==> src/rtl/memory_stage.sv <==
// Memory stage between execute and write-back: one RV32I load/store transaction
// over a request/ready handshake, single-cycle pass-through for everything else.
//
// state   | meaning
// IDLE    | ready for a new instruction; pass-through results issue from here
// REQUEST | load/store presented to memory, waiting for memoryReadyIn
module memory_stage (
  input  logic             clockIn,
  input  logic             resetIn,
  input  logic             startIn,
  input  logic [31:0]      instructionIn,
  input  logic [31:0]      addressIn,
  input  logic [3:0][31:0] operandsIn,
  input  logic [1:0][31:0] resultsIn,
  output logic [31:0]      memoryAddressOut,
  output logic [31:0]      memoryDataOut,
  output logic [3:0]       memoryByteEnableOut,
  output logic             memoryWriteOut,
  output logic             memoryRequestOut,
  input  logic             memoryReadyIn,
  input  logic [31:0]      memoryDataIn,
  output logic [31:0]      instructionOut,
  output logic [31:0]      addressOut,
  output logic [3:0][31:0] operandsOut,
  output logic [1:0][31:0] resultsOut,
  output logic [31:0]      valueOut,
  output logic             misalignedOut,
  output logic             startOut,
  output logic             readyOut
);

  localparam logic [6:0] OPCODE_LOAD  = 7'b0000011;
  localparam logic [6:0] OPCODE_STORE = 7'b0100011;

  typedef enum logic {IDLE, REQUEST} stateType;

  stateType state, nextState;

  logic [6:0]  opcode;
  logic [2:0]  funct3;
  logic [31:0] effectiveAddress;
  logic [31:0] storeValue;
  logic        isLoad, isStore, misaligned, memAccess, accept;
  logic [3:0]  laneEnable;
  logic [31:0] laneData;

  logic [2:0]  heldFunct3;
  logic [1:0]  heldOffset;
  logic [7:0]  loadByte;
  logic [15:0] loadHalf;
  logic [31:0] loadValue;

  // Decode of the instruction currently presented on the inputs.
  always_comb begin
    opcode           = instructionIn[6:0];
    funct3           = instructionIn[14:12];
    effectiveAddress = resultsIn[0];
    storeValue       = operandsIn[1];
    isLoad  = (opcode == OPCODE_LOAD) &&
              ((funct3 == 3'd0) || (funct3 == 3'd1) || (funct3 == 3'd2) ||
               (funct3 == 3'd4) || (funct3 == 3'd5));
    isStore = (opcode == OPCODE_STORE) && (funct3 < 3'd3);
    misaligned = (isLoad || isStore) &&
                 (((funct3[1:0] == 2'd1) && effectiveAddress[0]) ||
                  ((funct3[1:0] == 2'd2) && (effectiveAddress[1:0] != 2'b00)));
    memAccess = (isLoad || isStore) && !misaligned;
    accept    = startIn && (state == IDLE);
  end

  always_comb begin
    laneEnable = 4'b1111;
    laneData   = storeValue;
    case (funct3[1:0])
      2'd0: begin
        laneEnable = 4'b0001 << effectiveAddress[1:0];
        laneData   = {4{storeValue[7:0]}};
      end
      2'd1: begin
        laneEnable = 4'b0011 << effectiveAddress[1:0];
        laneData   = {2{storeValue[15:0]}};
      end
      default: begin
        laneEnable = 4'b1111;
        laneData   = storeValue;
      end
    endcase
  end

  // Load extraction uses the registered copies, which stay put during REQUEST.
  always_comb begin
    heldFunct3 = instructionOut[14:12];
    heldOffset = resultsOut[0][1:0];
    loadByte   = memoryDataIn[{heldOffset, 3'b000} +: 8];
    loadHalf   = heldOffset[1] ? memoryDataIn[31:16] : memoryDataIn[15:0];
    case (heldFunct3)
      3'd0:    loadValue = {{24{loadByte[7]}}, loadByte};
      3'd1:    loadValue = {{16{loadHalf[15]}}, loadHalf};
      3'd4:    loadValue = {24'h000000, loadByte};
      3'd5:    loadValue = {16'h0000, loadHalf};
      default: loadValue = memoryDataIn;
    endcase
  end

  always_ff @(posedge clockIn) begin
    if (!resetIn) state <= IDLE;
    else          state <= nextState;
  end

  always_comb begin
    nextState        = state;
    readyOut         = (state == IDLE);
    memoryRequestOut = (state == REQUEST);
    case (state)
      IDLE:    if (accept && memAccess) nextState = REQUEST;
      REQUEST: if (memoryReadyIn)       nextState = IDLE;
      default: nextState = IDLE;
    endcase
  end

  always_ff @(posedge clockIn) begin
    if (!resetIn) begin
      memoryAddressOut    <= '0;
      memoryDataOut       <= '0;
      memoryByteEnableOut <= '0;
      memoryWriteOut      <= 1'b0;
      instructionOut      <= '0;
      addressOut          <= '0;
      operandsOut         <= '0;
      resultsOut          <= '0;
      valueOut            <= '0;
      misalignedOut       <= 1'b0;
      startOut            <= 1'b0;
    end else begin
      startOut <= 1'b0;
      if (accept) begin
        instructionOut <= instructionIn;
        addressOut     <= addressIn;
        operandsOut    <= operandsIn;
        resultsOut     <= resultsIn;
        valueOut       <= '0;
        misalignedOut  <= misaligned;
        startOut       <= !memAccess;
        if (memAccess) begin
          memoryAddressOut    <= {effectiveAddress[31:2], 2'b00};
          memoryDataOut       <= laneData;
          memoryByteEnableOut <= laneEnable;
          memoryWriteOut      <= isStore;
        end
      end else if ((state == REQUEST) && memoryReadyIn) begin
        startOut <= 1'b1;
        valueOut <= memoryWriteOut ? 32'h0 : loadValue;
      end
    end
  end

endmodule

==> config.mk <==
export PLATFORM = sky130hd
export DESIGN_NAME = memory_stage
export DESIGN_NICKNAME = d
export VERILOG_FILES = /design/src/rtl/memory_stage.sv
export SDC_FILE = /design/constraint.sdc
export NUM_CORES = 1
export LEC_CHECK = 0
export ABC_AREA = 1
export CORE_AREA = 3 3 253 255
export DETAILED_ROUTE_END_ITERATION = 8
export DIE_AREA = 0 0 256 258
export GPL_TIMING_DRIVEN = 0
export PLACE_DENSITY = 0.59
export SLEW_MARGIN = 20
export SYNTH_ARGS = -nofsm -noshare
export SYNTH_HDL_FRONTEND = slang
export SYNTH_SLANG_ARGS = --single-unit
==> constraint.sdc <==
create_clock -name clockIn -period 1.5 [get_ports clockIn]
set_clock_uncertainty 0.05 [all_clocks]
set_input_delay 0.375 -clock clockIn [delete_from_list [all_inputs] [get_ports clockIn]]
set_output_delay 0.375 -clock clockIn [all_outputs]
set_load 0.1 [all_outputs]
==> summary.txt, run 1 <==
Global routing
  • Total track usage: approximately a fifth
  • Antenna violations before repair: 8
  • Global-route wire length before repair: 102000 um
  • Congestion Overflow GR: 0
  • Vias in the first global route: 15099
  • Largest net degree at the start of global routing: 12

Worst setup path
  • CP Max Fanout: 7
  • Reg2reg setup slack: -0.15 ns
  • CP cell instances: clkinvlp_4 -> buf_6 -> nand2_8 -> inv_8 -> buf_12 -> buf_12 -> buf_12 -> clkbuf_16 -> nor2_2 -> nor2_1
  • Reg2Reg Depth: 10
  • Worst reg2reg endpoint: operandsOut[30]
  • CP dominant cell by count: buf_12
  • Reg2reg start: memoryRequestOut
  • Critical path data required time: roughly 1.9 ns
  • Crit path arrival time: slightly above 2 ns
  • Slowest cell delay on critical path: between 0.3 and 0.4 ns
  • Crit path max-delay cell type: dfxtp_4
  • CP Class: flip-flop to flip-flop
  • CP startpoint kind: flip-flop
  • Endpoint type of the worst setup path: flip-flop

Drt
  • Drt wl/cell: between 20 and 25 um
  • Vias post-DR: between 15000 and 20000
  • DRC viols: 0
  • Final ANT Viol Nets: 0
  • DRT Wirelength: roughly 70000 um
  • Vias per std cell: between 4 and 5
  • Initial drt markers: 733
  • Drt pass-1 iters: 6

Logic synthesis
  • Number of warning messages in the yosys log: 0
  • Mapped Cells: between 1500 and 2000
  • Register area share after synthesis: between 50% and 60%
  • Synth area leaders: dfxtp_1 (52%), nor2_1 (17%), o21ai_0 (9.2%)
  • Syn avg cell area: about 7.1 um^2
  • Yosys cell types: 26
  • Post-synth top area share: around 52%
  • Yosys reg bits: around 360
  • Post-synth top area cell: dfxtp_1
  • Cell area after synthesis: 0.0139 mm^2

Cells and area
  • Fillers: between 5000 and 6000
  • Final nets: 2998
  • Final Non-Filler Cells: approximately 3600
  • Layout cell share with drive strength beyond 1: about two fifths
  • Area of the multi-input gates: between 0.006 and 0.007 mm^2
  • Storage element area: approximately 0.0077 mm^2
  • Area growth, synth to finish: 106%

Power
  • VDD IR max: 0.855 mV
  • Power per Cell Area: 1030 mW/mm^2
  • Leak Pwr: between 10 and 15 nW

Timing
  • Period minus WS final: between 1.5 and 2 ns
  • Period utilisation layout: 110%
  • Final hold violations: 0
  • RSZ-0062 raised after global routing: yes
  • Fmax: ~600 MHz
  • Setup_tns: -18.98 ns
  • Final worst setup slack: -0.148 ns
  • Max-slew violations: 0
  • # setup viols final: roughly 530
  • Worst slew pin tran: ~0.59 ns
  • Rel. slew slack: 60.9%

Placed design
  • Dpl hpwl: between 50000 and 60000 um
  • Placer Congestion: between 0.9 and 1
  • Port Buf Inserts: around 650
  • Inst Count DP: between 3000 and 4000

Floorplanning
  • # IOs: 653
  • Row count: about 90
  • Initial core utilization: about 22%
  • Core area: 0.0618 mm^2
  • Die width: around 260 um
  • Die Span Y: roughly 260 um
  • DIE AREA: approximately 0.066 mm^2

CTS
  • Worst-skew pair later-pin latency: 0.56 ns
  • H-tree depth: 2
  • Clock Sink Count: between 300 and 400
  • TritonCTS buffer count: between 40 and 50
  • Clock root buffer master: clkbuf_16
  • CTS clk-pin slew, worst paths: roughly 0.06 ns
  • CTS max path bufs: 3
  • TritonCTS clock tree: yes

Outcome
  • Violated checks: setup timing
  • Status: finished with violations

Hold path
  • Worst hold endpoint: instructionOut[0]
  • Cells on Worst Hold Path: 3
  • Hold path start: instructionIn[0]
  • Hold crit path type: input port to flip-flop

Run
  • Max Cap Viol: 0
-- metal layers --
layer	wire (um)	vias up	part of all wire, %	track usage [%]
li1	-	7650	-	-
met1	29200	7225	41	24.4
met3	5090	100	7.1	5.96
met2	35600	538	50	36.6
met4	1870	8	2.6	5.83
met5	43	-	0.060	0
-- cell type report --
type | instances | share of cell area (%)
repair buffers | 697 | 37.3
flip-flops and latches | 358 | 26.8
multi-input cells | 1331 | 21.3
plain buffers | 135 | 4.43
clock buffers | 58 | 4.16
well taps | 837 | 3.66
inverters | 140 | 1.97
clock inverters | 10 | 0.332
diodes | 3 | 0.0262
-- sequential cells by signal, summed over array words and instances (netlist names) --
name,count
operandsOut,128
resultsOut,64
addressOut,32
instructionOut,32
memoryDataOut,32
valueOut,32
memoryAddressOut,30
memoryByteEnableOut,4
memoryRequestOut,1
memoryWriteOut,1
misalignedOut,1
startOut,1
-- worst max-delay path: cells and delay by family, from the launching register on --
family        cells  cell delay, ns
buf+inv           7            0.88
flops             1            0.36
simple gates      3            0.22
-- worst max path at each step --
stage                           from                   end  slack [ns]
detailed placement  instructionIn[2]  memoryAddressOut[18]       -1.34
floorplan           memoryRequestOut         addressOut[0]       -0.55
global route        memoryRequestOut     instructionOut[8]       -0.21
global placement             startIn       operandsOut[48]       -1.39
finish              memoryRequestOut       operandsOut[30]       -0.15
CTS                 memoryRequestOut              readyOut       -0.19
-- placed cells by master, fill, tap and decap left out, drive strengths merged --
cell             n
a21oi           63
and2             1
buf            469
bufbuf           2
bufinv           1
clkbuf         129
clkdlybuf4s15    1
clkdlybuf4s50  281
clkinv           4
clkinvlp         5
conb             2
dfxtp          358
diode            3
dlygate4sd2      8
inv            140
nand2          275
nand3           37
nand4           28
nor2           642
nor3             1
o211ai          12
o21a             8
o21ai          257
o22ai            4
or2              1
-- synthesized netlist by cell type (all sizes together) --
cell type  number
or2             1
a21oi          63
nand2         275
nand4          28
nor2          642
nor3            1
o21ai         257
dfxtp         358
nand3          37
o22ai           4
buf            50
o21a            8
inv           140
conb            1
clkbuf         85
and2            1
o211ai         12
-- stage by stage --
step | power, mW | utilization [%] | worst slack [ns] | area (um^2) | hold slack [ns]
6_report | 29.5 | 46.3 | -0.148 | 28600 | 0.198
5_1_grt | 30.5 | 46.3 | -0.208 | 28600 | 0.211
4_1_cts | 29.6 | 45.0 | -0.193 | 27900 | 0.130
3_5_place_dp | 17.7 | 34.9 | -1.34 | 21600 | 0.404
3_3_place_gp | 17.7 | 34.9 | -1.39 | 21600 | 0.400
2_1_floorplan | 15.2 | - | -0.553 | 14100 | 0.460
-- logic make-up (layout without fill, tap and decap cells) --
group | Yosys count | after routing | share of synthesized area, %
buffers and inverters | 275 | 1040 | 7.97
and+or+nand+nor | 985 | 985 | 27.6
other | 1 | 5 | 0.0270
DFF | 358 | 358 | 51.5
AOI/OAI and AO/OA | 344 | 344 | 12.8
-- power by group --
group | total, mW | switching (mW) | leakage [nW] | internal (mW)
Combinational | 8.79 | 5.44 | 8.42 | 3.35
Clock | 10.0 | 4.29 | 0.628 | 5.71
Sequential | 10.7 | 0.564 | 3.08 | 10.1
-- what timing repair did --
| action | CTS | global route |
|---|---|---|
| pin swaps | 8 | 14 |
| setup endpoints to repair | 717 | 716 |
| hold endpoints to repair | 0 | 0 |
| resized for setup | 3778 | 203 |
| buffers inserted | 19 | 17 |
| hold buffers | 0 | 0 |
| cloned | 5 | 7 |
Power figures use the tool's default switching activity.
==> run 2, diff against run 1 <==
--- a/config.mk
+++ b/config.mk
@@ -6,11 +6,11 @@
 export NUM_CORES = 1
 export LEC_CHECK = 0
 export ABC_AREA = 1
-export CORE_AREA = 3 3 253 255
+export CORE_AREA = 3 3 250 252
 export DETAILED_ROUTE_END_ITERATION = 8
-export DIE_AREA = 0 0 256 258
+export DIE_AREA = 0 0 253 255
 export GPL_TIMING_DRIVEN = 0
-export PLACE_DENSITY = 0.59
+export PLACE_DENSITY = 0.6
 export SLEW_MARGIN = 20
 export SYNTH_ARGS = -nofsm -noshare
 export SYNTH_HDL_FRONTEND = slang
==> summary.txt, run 2 (synthesis results as in run 1) <==
Drt
  • Final ANT Viol Nets: 0 (unchanged)
  • Vias post-DR: 15341 (-1.2%)
  • DRC viols: 0 (unchanged)
  • Drt pass-1 iters: 5 (-1)
  • Vias per std cell: 4.37 (+0.53%)
  • Drt wl/cell: 19.7 um (-2.1%)
  • DRT Wirelength: 69100 um (-3.8%)
  • Initial drt markers: 726 (-0.95%)

Worst setup path
  • Top cell family by delay on the critical path: flip-flops
  • CP startpoint kind: flip-flop
  • CP Class: flip-flop to output port
  • CP cell instances: buf_4
  • Slowest cell delay on critical path: 0.37 ns (about the same)
  • CP Max Fanout: 4 (-3)
  • Crit path arrival time: 1.24 ns (-0.80 ns)
  • Endpoint type of the worst setup path: output port
  • Critical path data required time: 1.07 ns (-0.82 ns)
  • Crit path max-delay cell type: dfxtp_4
  • Buffers and inverters on the worst path: 1 (-6)

Cells and area
  • Final nets: 2977 (-0.70%)
  • Area growth, synth to finish: 100%
  • Core Util, Final: 46.1% (-0.23 points)
  • Commonest non-fill, non-tap cells in the layout: nor2_1 (622), buf_12 (364), dfxtp_2 (346)
  • Largest Register: operandsOut
  • Area of the multi-input gates: 0.00586 mm^2 (-4.1%)
  • Largest regs: operandsOut x128, resultsOut x64
  • Fillers: 5781 (-0.60%)
  • Max reg flops: 128 (unchanged)
  • Layout cell share with drive strength beyond 1: 36.1% (-2.3 points)
  • Commonest non-fill, non-tap cell in the layout: nor2_1
  • Final Non-Filler Cells: 3509 (-1.7%)
  • Storage element area: 0.00764 mm^2 (-0.23%)

Floorplanning
  • # IOs: 653 (unchanged)
  • Die width: 253 um (-1.2%)
  • Initial core utilization: 23.0% (+0.55 points)
  • Core area: 0.0604 mm^2 (-2.4%)
  • Die Span Y: 255 um (-1.2%)
  • Row count: 90 (-1.1%)
  • DIE AREA: 0.0645 mm^2 (-2.3%)

Power
  • Part of the power in combinational logic: 28.1% (-1.8 points)
  • Total power: 30.1 mW (+2.3%)
  • Cell internal pwr: 19.8 mW (+3.5%)
  • VDD IR max: 0.842 mV (-1.5%)
  • Clock power frac: 36.6% (+2.7 points)
  • Net Sw Power: 10.3 mW (about the same)
  • Power per Cell Area: 1080 mW/mm^2 (+5.3%)
  • Net Sw Frac: 34.2% (-0.76 points)
  • Leak Pwr: 11.9 nW (-2.1%)
  • Flop pwr share: 35.3% (-0.9 points)

Timing
  • Final worst setup slack: -0.162 ns (-0.0149 ns)
  • RSZ-0062 raised after global routing: yes
  • Period minus WS final: 1.66 ns (+0.0149 ns)
  • # setup viols final: 526 (-0.57%)
  • Worst slew pin tran: 0.605 ns (+0.0186 ns)
  • Final hold violations: 0 (unchanged)
  • Rel. slew slack: 59.7% (-1.2 points)
  • Fmax: 602 MHz (-0.89%)
  • Max-slew violations: 0 (unchanged)
  • Period utilisation layout: 111% (+0.99 points)

CTS
  • Worst-skew pair later-pin latency: 0.56 ns (about the same)
  • CTS clk-pin slew, worst paths: 0.06 ns (about the same)
  • CTS max path bufs: 3 (unchanged)
  • H-tree depth: 2 (unchanged)
  • TritonCTS buffer count: 44 (+2.3%)
  • Clock root buffer master: clkbuf_16
  • TritonCTS clock tree: yes
  • Clock Sink Count: 358 (unchanged)

Global routing
  • Vias in the first global route: 14940 (-1.1%)
  • Antenna violations before repair: 12 (+4)
  • Congestion Overflow GR: 0 (unchanged)
  • Global-route wire length before repair: 97800 um (-4.3%)
  • Total track usage: 20.5% (-0.15 points)
  • Largest net degree at the start of global routing: 13 (+1)

Run
  • Max Cap Viol: 0 (unchanged)

Placed design
  • Port Buf Inserts: 649 (unchanged)
  • Placer Congestion: 0.904 (-1.0%)
  • Dpl hpwl: 52700 um (-1.5%)
  • Inst Count DP: 3395 (-1.6%)
  • Pre-CTS setup slack: -1.41 ns (-0.0660 ns)

Hold path
  • Hold crit path type: input port to flip-flop

Outcome
  • Status: finished with violations
  • Violated checks: setup timing
==> run 2: layout make-up <==
type / count / share of cell area [%]
Clock inverter: 18 / 0.661
Antenna cell: 6 / 0.0540
Buffer: 135 / 3.59
Inverter: 140 / 1.98
Sequential cell: 358 / 27.5
Multi-Input combinational cell: 1331 / 21.1
Timing Repair Buffer: 675 / 37.0
Tap cell: 782 / 3.52
Clock buffer: 64 / 4.70
==> run 2: worst paths after layout <==
path | slack, ns | from | cells after the start | end
setup / recovery | -0.16 | memoryRequestOut | 1 | memoryRequestOut
hold reg to reg | 0.43 | valueOut[18] | 2 | valueOut[18]
setup reg to reg | -0.12 | memoryRequestOut | 7 | operandsOut[74]
hold / removal | 0.20 | instructionIn[3] | 3 | instructionOut[3]
==> run 2: what timing repair did <==
item,CTS,global route
endpoints found under the setup margin,717,715
pin swaps,6,4
buffers inserted,16,10
hold buffers,0,0
gates resized for setup,3720,79
==> run 2: routing by layer <==
metal  routed length (um)  global-route usage, %  share of wire [%]  up-vias
met5                   66                      0              0.096        -
met4                 2530                   7.94                3.7       12
met3                 5660                   6.61                8.2      125
met2                33700                   35.7                 49      550
met1                27100                   23.6                 39     7016
li1                     -                      -                  -     7638
==> run 2: power by group through the flow <==
stage	clock network, mW	logic, mW	registers (mW)
6_report	11.0	8.46	10.6
5_1_grt	11.7	8.79	10.7
4_1_cts	11.4	8.37	10.6
3_5_place_dp	0	7.19	10.5
3_3_place_gp	0	7.20	10.5
2_1_floorplan	0	1.21	14.0
==> run 2: through the flow <==
stage	hold WS, ns	instance area [um^2]	setup TNS [ns]
floorplan	0.460	14100	-186.96
global placement	0.399	21500	-467.51
detailed placement	0.405	21500	-455.91
CTS	0.139	27600	-37.90
global route	0.190	27800	-58.76
finish	0.204	27800	-12.46
==> run 2: worst reg2reg max path, stage by stage (launching register included) <==
cell and delay, ns:
dfxtp_4 0.37, clkinvlp_4 0.11, nand2_2 0.18, buf_12 0.19
buf_8 0.18, clkbuf_4 0.21, o21ai_0 0.11, nor2_1 0.15
==> run 3, diff against run 2 <==
--- a/config.mk
+++ b/config.mk
@@ -5,8 +5,8 @@
 export SDC_FILE = /design/constraint.sdc
 export NUM_CORES = 1
 export LEC_CHECK = 0
-export ABC_AREA = 1
 export CORE_AREA = 3 3 250 252
+export CTS_CLUSTER_DIAMETER = 60
 export DETAILED_ROUTE_END_ITERATION = 8
 export DIE_AREA = 0 0 253 255
 export GPL_TIMING_DRIVEN = 0
==> summary.txt, run 3 <==
Outcome
  • Violated checks: setup timing
  • Status: finished with violations

Global routing
  • Global-route wire length before repair: 97000 um (-0.88%)
  • Antenna violations before repair: 3 (-9)
  • Largest net degree at the start of global routing: 13 (unchanged)
  • Top Usage Layer GRT: met2
  • Met1 Track Usage GR: 22.4% (-1.1 points)
  • Met2 Track Usage GR: 35.9% (+0.16 points)
  • Congestion Overflow GR: 0 (unchanged)
  • Grt met3 use: 5.76% (-0.84 points)
  • Total track usage: 19.9% (-0.68 points)
  • Vias in the first global route: 15264 (+2.2%)

Floorplanning
  • Die width: 253 um (unchanged)
  • Row count: 90 (unchanged)
  • DIE AREA: 0.0645 mm^2 (unchanged)
  • Die Span Y: 255 um (unchanged)
  • Initial core utilization: 23.1% (+0.052 points)
  • # IOs: 653 (unchanged)
  • Core area: 0.0604 mm^2 (unchanged)

Drt
  • Final ANT Viol Nets: 0 (unchanged)
  • Vias per std cell: 4.71 (+7.7%)
  • Vias post-DR: 15286 (-0.36%)
  • DRT Wirelength: 71900 um (+4.0%)
  • Drt pass-1 iters: 5 (unchanged)
  • DRC viols: 0 (unchanged)
  • Drt wl/cell: 22.1 um (+12%)
  • Initial drt markers: 788 (+8.5%)

Logic synthesis
  • Yosys cell types: 44 (+69%)
  • Mapped Cells: 1626 (-17%)
  • Post-synth top area cell: dfxtp_1
  • Most frequent cell after synthesis: nand2_1
  • Cell area after synthesis: 0.0139 mm^2 (+0.22%)
  • Top FF cell, synth: dfxtp_1
  • Yosys reg bits: 358 (unchanged)
  • Number of warning messages in the yosys log: 0 (unchanged)
  • Post-synth ARST share: 0% (unchanged)
  • Post-synth top area share: 51.4% (-0.12 points)
  • Post-synth EDFFs: 0 (unchanged)
  • Top post-synthesis cells by count: nand2_1 (627), dfxtp_1 (358), a21boi_0 (258)
  • Syn avg cell area: 8.57 um^2 (+21%)
  • Synth area leaders: dfxtp_1 (51%), nand2_1 (17%), a21boi_0 (14%)
  • Register area share after synthesis: 51.4% (-0.12 points)

Worst setup path
  • Reg2reg start: resultsOut[1]
  • Crit path arrival time: 2.23 ns (+0.99 ns)
  • Endpoint type of the worst setup path: flip-flop
  • CP Max Fanout: 10 (+6)
  • Reg2reg setup slack: -0.27 ns (-0.15 ns)
  • CP startpoint kind: flip-flop
  • Reg2Reg Depth: 6 (-1)
  • Worst reg2reg endpoint: valueOut[21]
  • CP Launch Point: resultsOut[1]
  • CP Class: flip-flop to flip-flop
  • Worst setup endpoint: valueOut[21]
  • Critical path data required time: 1.95 ns (+0.88 ns)

Timing
  • # setup viols final: 633 (+20%)
  • Final worst setup slack: -0.273 ns (-0.110 ns)
  • Period minus WS final: 1.77 ns (+0.110 ns)
  • Fmax: 564 MHz (-6.2%)
  • Worst slew pin tran: 0.623 ns (+0.0180 ns)
  • RSZ-0062 raised after global routing: yes
  • Rel. slew slack: 58.5% (-1.2 points)
  • Max-slew violations: 0 (unchanged)
  • Period utilisation layout: 118% (+7.3 points)
  • Final hold violations: 0 (unchanged)

Cells and area
  • Area growth, synth to finish: 120%
  • Layout cell share with drive strength beyond 1: 50.5% (+14 points)
  • Final nets: 2717 (-8.7%)
  • Largest Register: operandsOut
  • Largest regs: operandsOut x128, resultsOut x64
  • Commonest non-fill, non-tap cell in the layout: nand2_1
  • Commonest non-fill, non-tap cells in the layout: nand2_1 (524), buf_12 (389), dfxtp_2 (335)
  • Max reg flops: 128 (unchanged)

Power
  • Power per Cell Area: 963 mW/mm^2 (-11%)
  • VDD IR max: 0.834 mV (-1.0%)
  • Leak Pwr: 12.5 nW (+5.5%)
  • Total power: 29.5 mW (-2.1%)

Placed design
  • Pre-CTS setup slack: -1.27 ns (+0.140 ns)
  • Dpl hpwl: 49800 um (-5.4%)
  • Port Buf Inserts: 647 (-0.31%)
  • Placer Congestion: 0.887 (-1.9%)

CTS
  • Worst-skew pair later-pin latency: 0.56 ns (about the same)
  • TritonCTS clock tree: yes
  • Clock root buffer master: clkbuf_16
  • CTS max path bufs: 3 (unchanged)
  • H-tree depth: 2 (unchanged)
  • CTS clk-pin slew, worst paths: 0.06 ns (about the same)
  • TritonCTS buffer count: 45 (+2.3%)
  • Clock Sink Count: 358 (unchanged)

Run
  • Max Cap Viol: 0 (unchanged)

Hold path
  • Hold crit path type: input port to flip-flop
[run 3: metal layers]
| layer | routed length (um) | vias up |
|---|---|---|
| met2 | 36300 | 659 |
| met5 | 13 | - |
| met3 | 5610 | 138 |
| met4 | 2520 | 2 |
| met1 | 27400 | 7448 |
| li1 | - | 7039 |
[run 3: stage by stage]
stage               std cells  util [%]  hold slack [ns]  area (um^2)  setup TNS [ns]
finish                   3246      50.7           0.0311        30600          -41.03
global route             3243      50.7           0.0137        30600          -76.24
CTS                      3197      47.3            0.136        28500          -56.25
detailed placement       3056      36.0            0.395        21800         -493.71
global placement         3056      36.0            0.389        21800         -519.65
floorplan                1627         -            0.459        14300          -18.17
[run 3: logic make-up (layout without fill, tap and decap cells)]
logic type,Yosys count,after routing,synth area share (%)
muxes,63,63,4.62
other,1,6,0.0269
buffers and inverters,139,972,4.15
DFF,358,358,51.4
and+or+nand+nor,703,703,20.0
AOI/OAI and AO/OA,362,362,19.8
[run 3: how the worst min path moves through the flow]
stage | from | endpoint | cells past startpoint
2_1_floorplan | resultsIn[1] | resultsOut[1] | 2
3_3_place_gp | valueOut[10] | valueOut[10] | 2
3_5_place_dp | resultsOut[23] | resultsOut[23] | 2
4_1_cts | instructionIn[1] | instructionOut[1] | 3
5_1_grt | instructionIn[3] | instructionOut[3] | 3
6_report | instructionIn[3] | instructionOut[3] | 3
[run 3: what timing repair did]
action,in CTS,in global routing
buffers inserted,49,34
gates cloned,11,19
hold buffers,0,0
hold endpoints to repair,0,0
gates resized for setup,3747,489
endpoints found under the setup margin,717,712
pin swaps,16,180
[run 3: cell type report]
type                       instances  area, um^2
buffer                           130        1380
multi-input combinational       1130        7400
fill                            5117       29700
antenna                            4        10.0
timing repair buffer             755       11600
tap                              782         978
sequential                       358        7670
clock buffer                      68        1400
clock inverter                    14         156
inverter                           5        22.5
[run 3: power breakdown]
| part | internal (mW) | leakage (nW) | switching (mW) | total, mW |
|---|---|---|---|---|
| combinational | 3.19 | 8.69 | 4.63 | 7.82 |
| sequential | 9.96 | 3.08 | 0.445 | 10.4 |
| clock | 6.82 | 0.764 | 4.44 | 11.3 |
[run 3: critical path: stages (launching register included)]
cell and delay, ns:
dfxtp_4 0.34, buf_6 0.12, mux2i_1 0.13, or3_4 0.35, a2111oi_4 0.38, buf_6 0.21
a221o_2 0.13
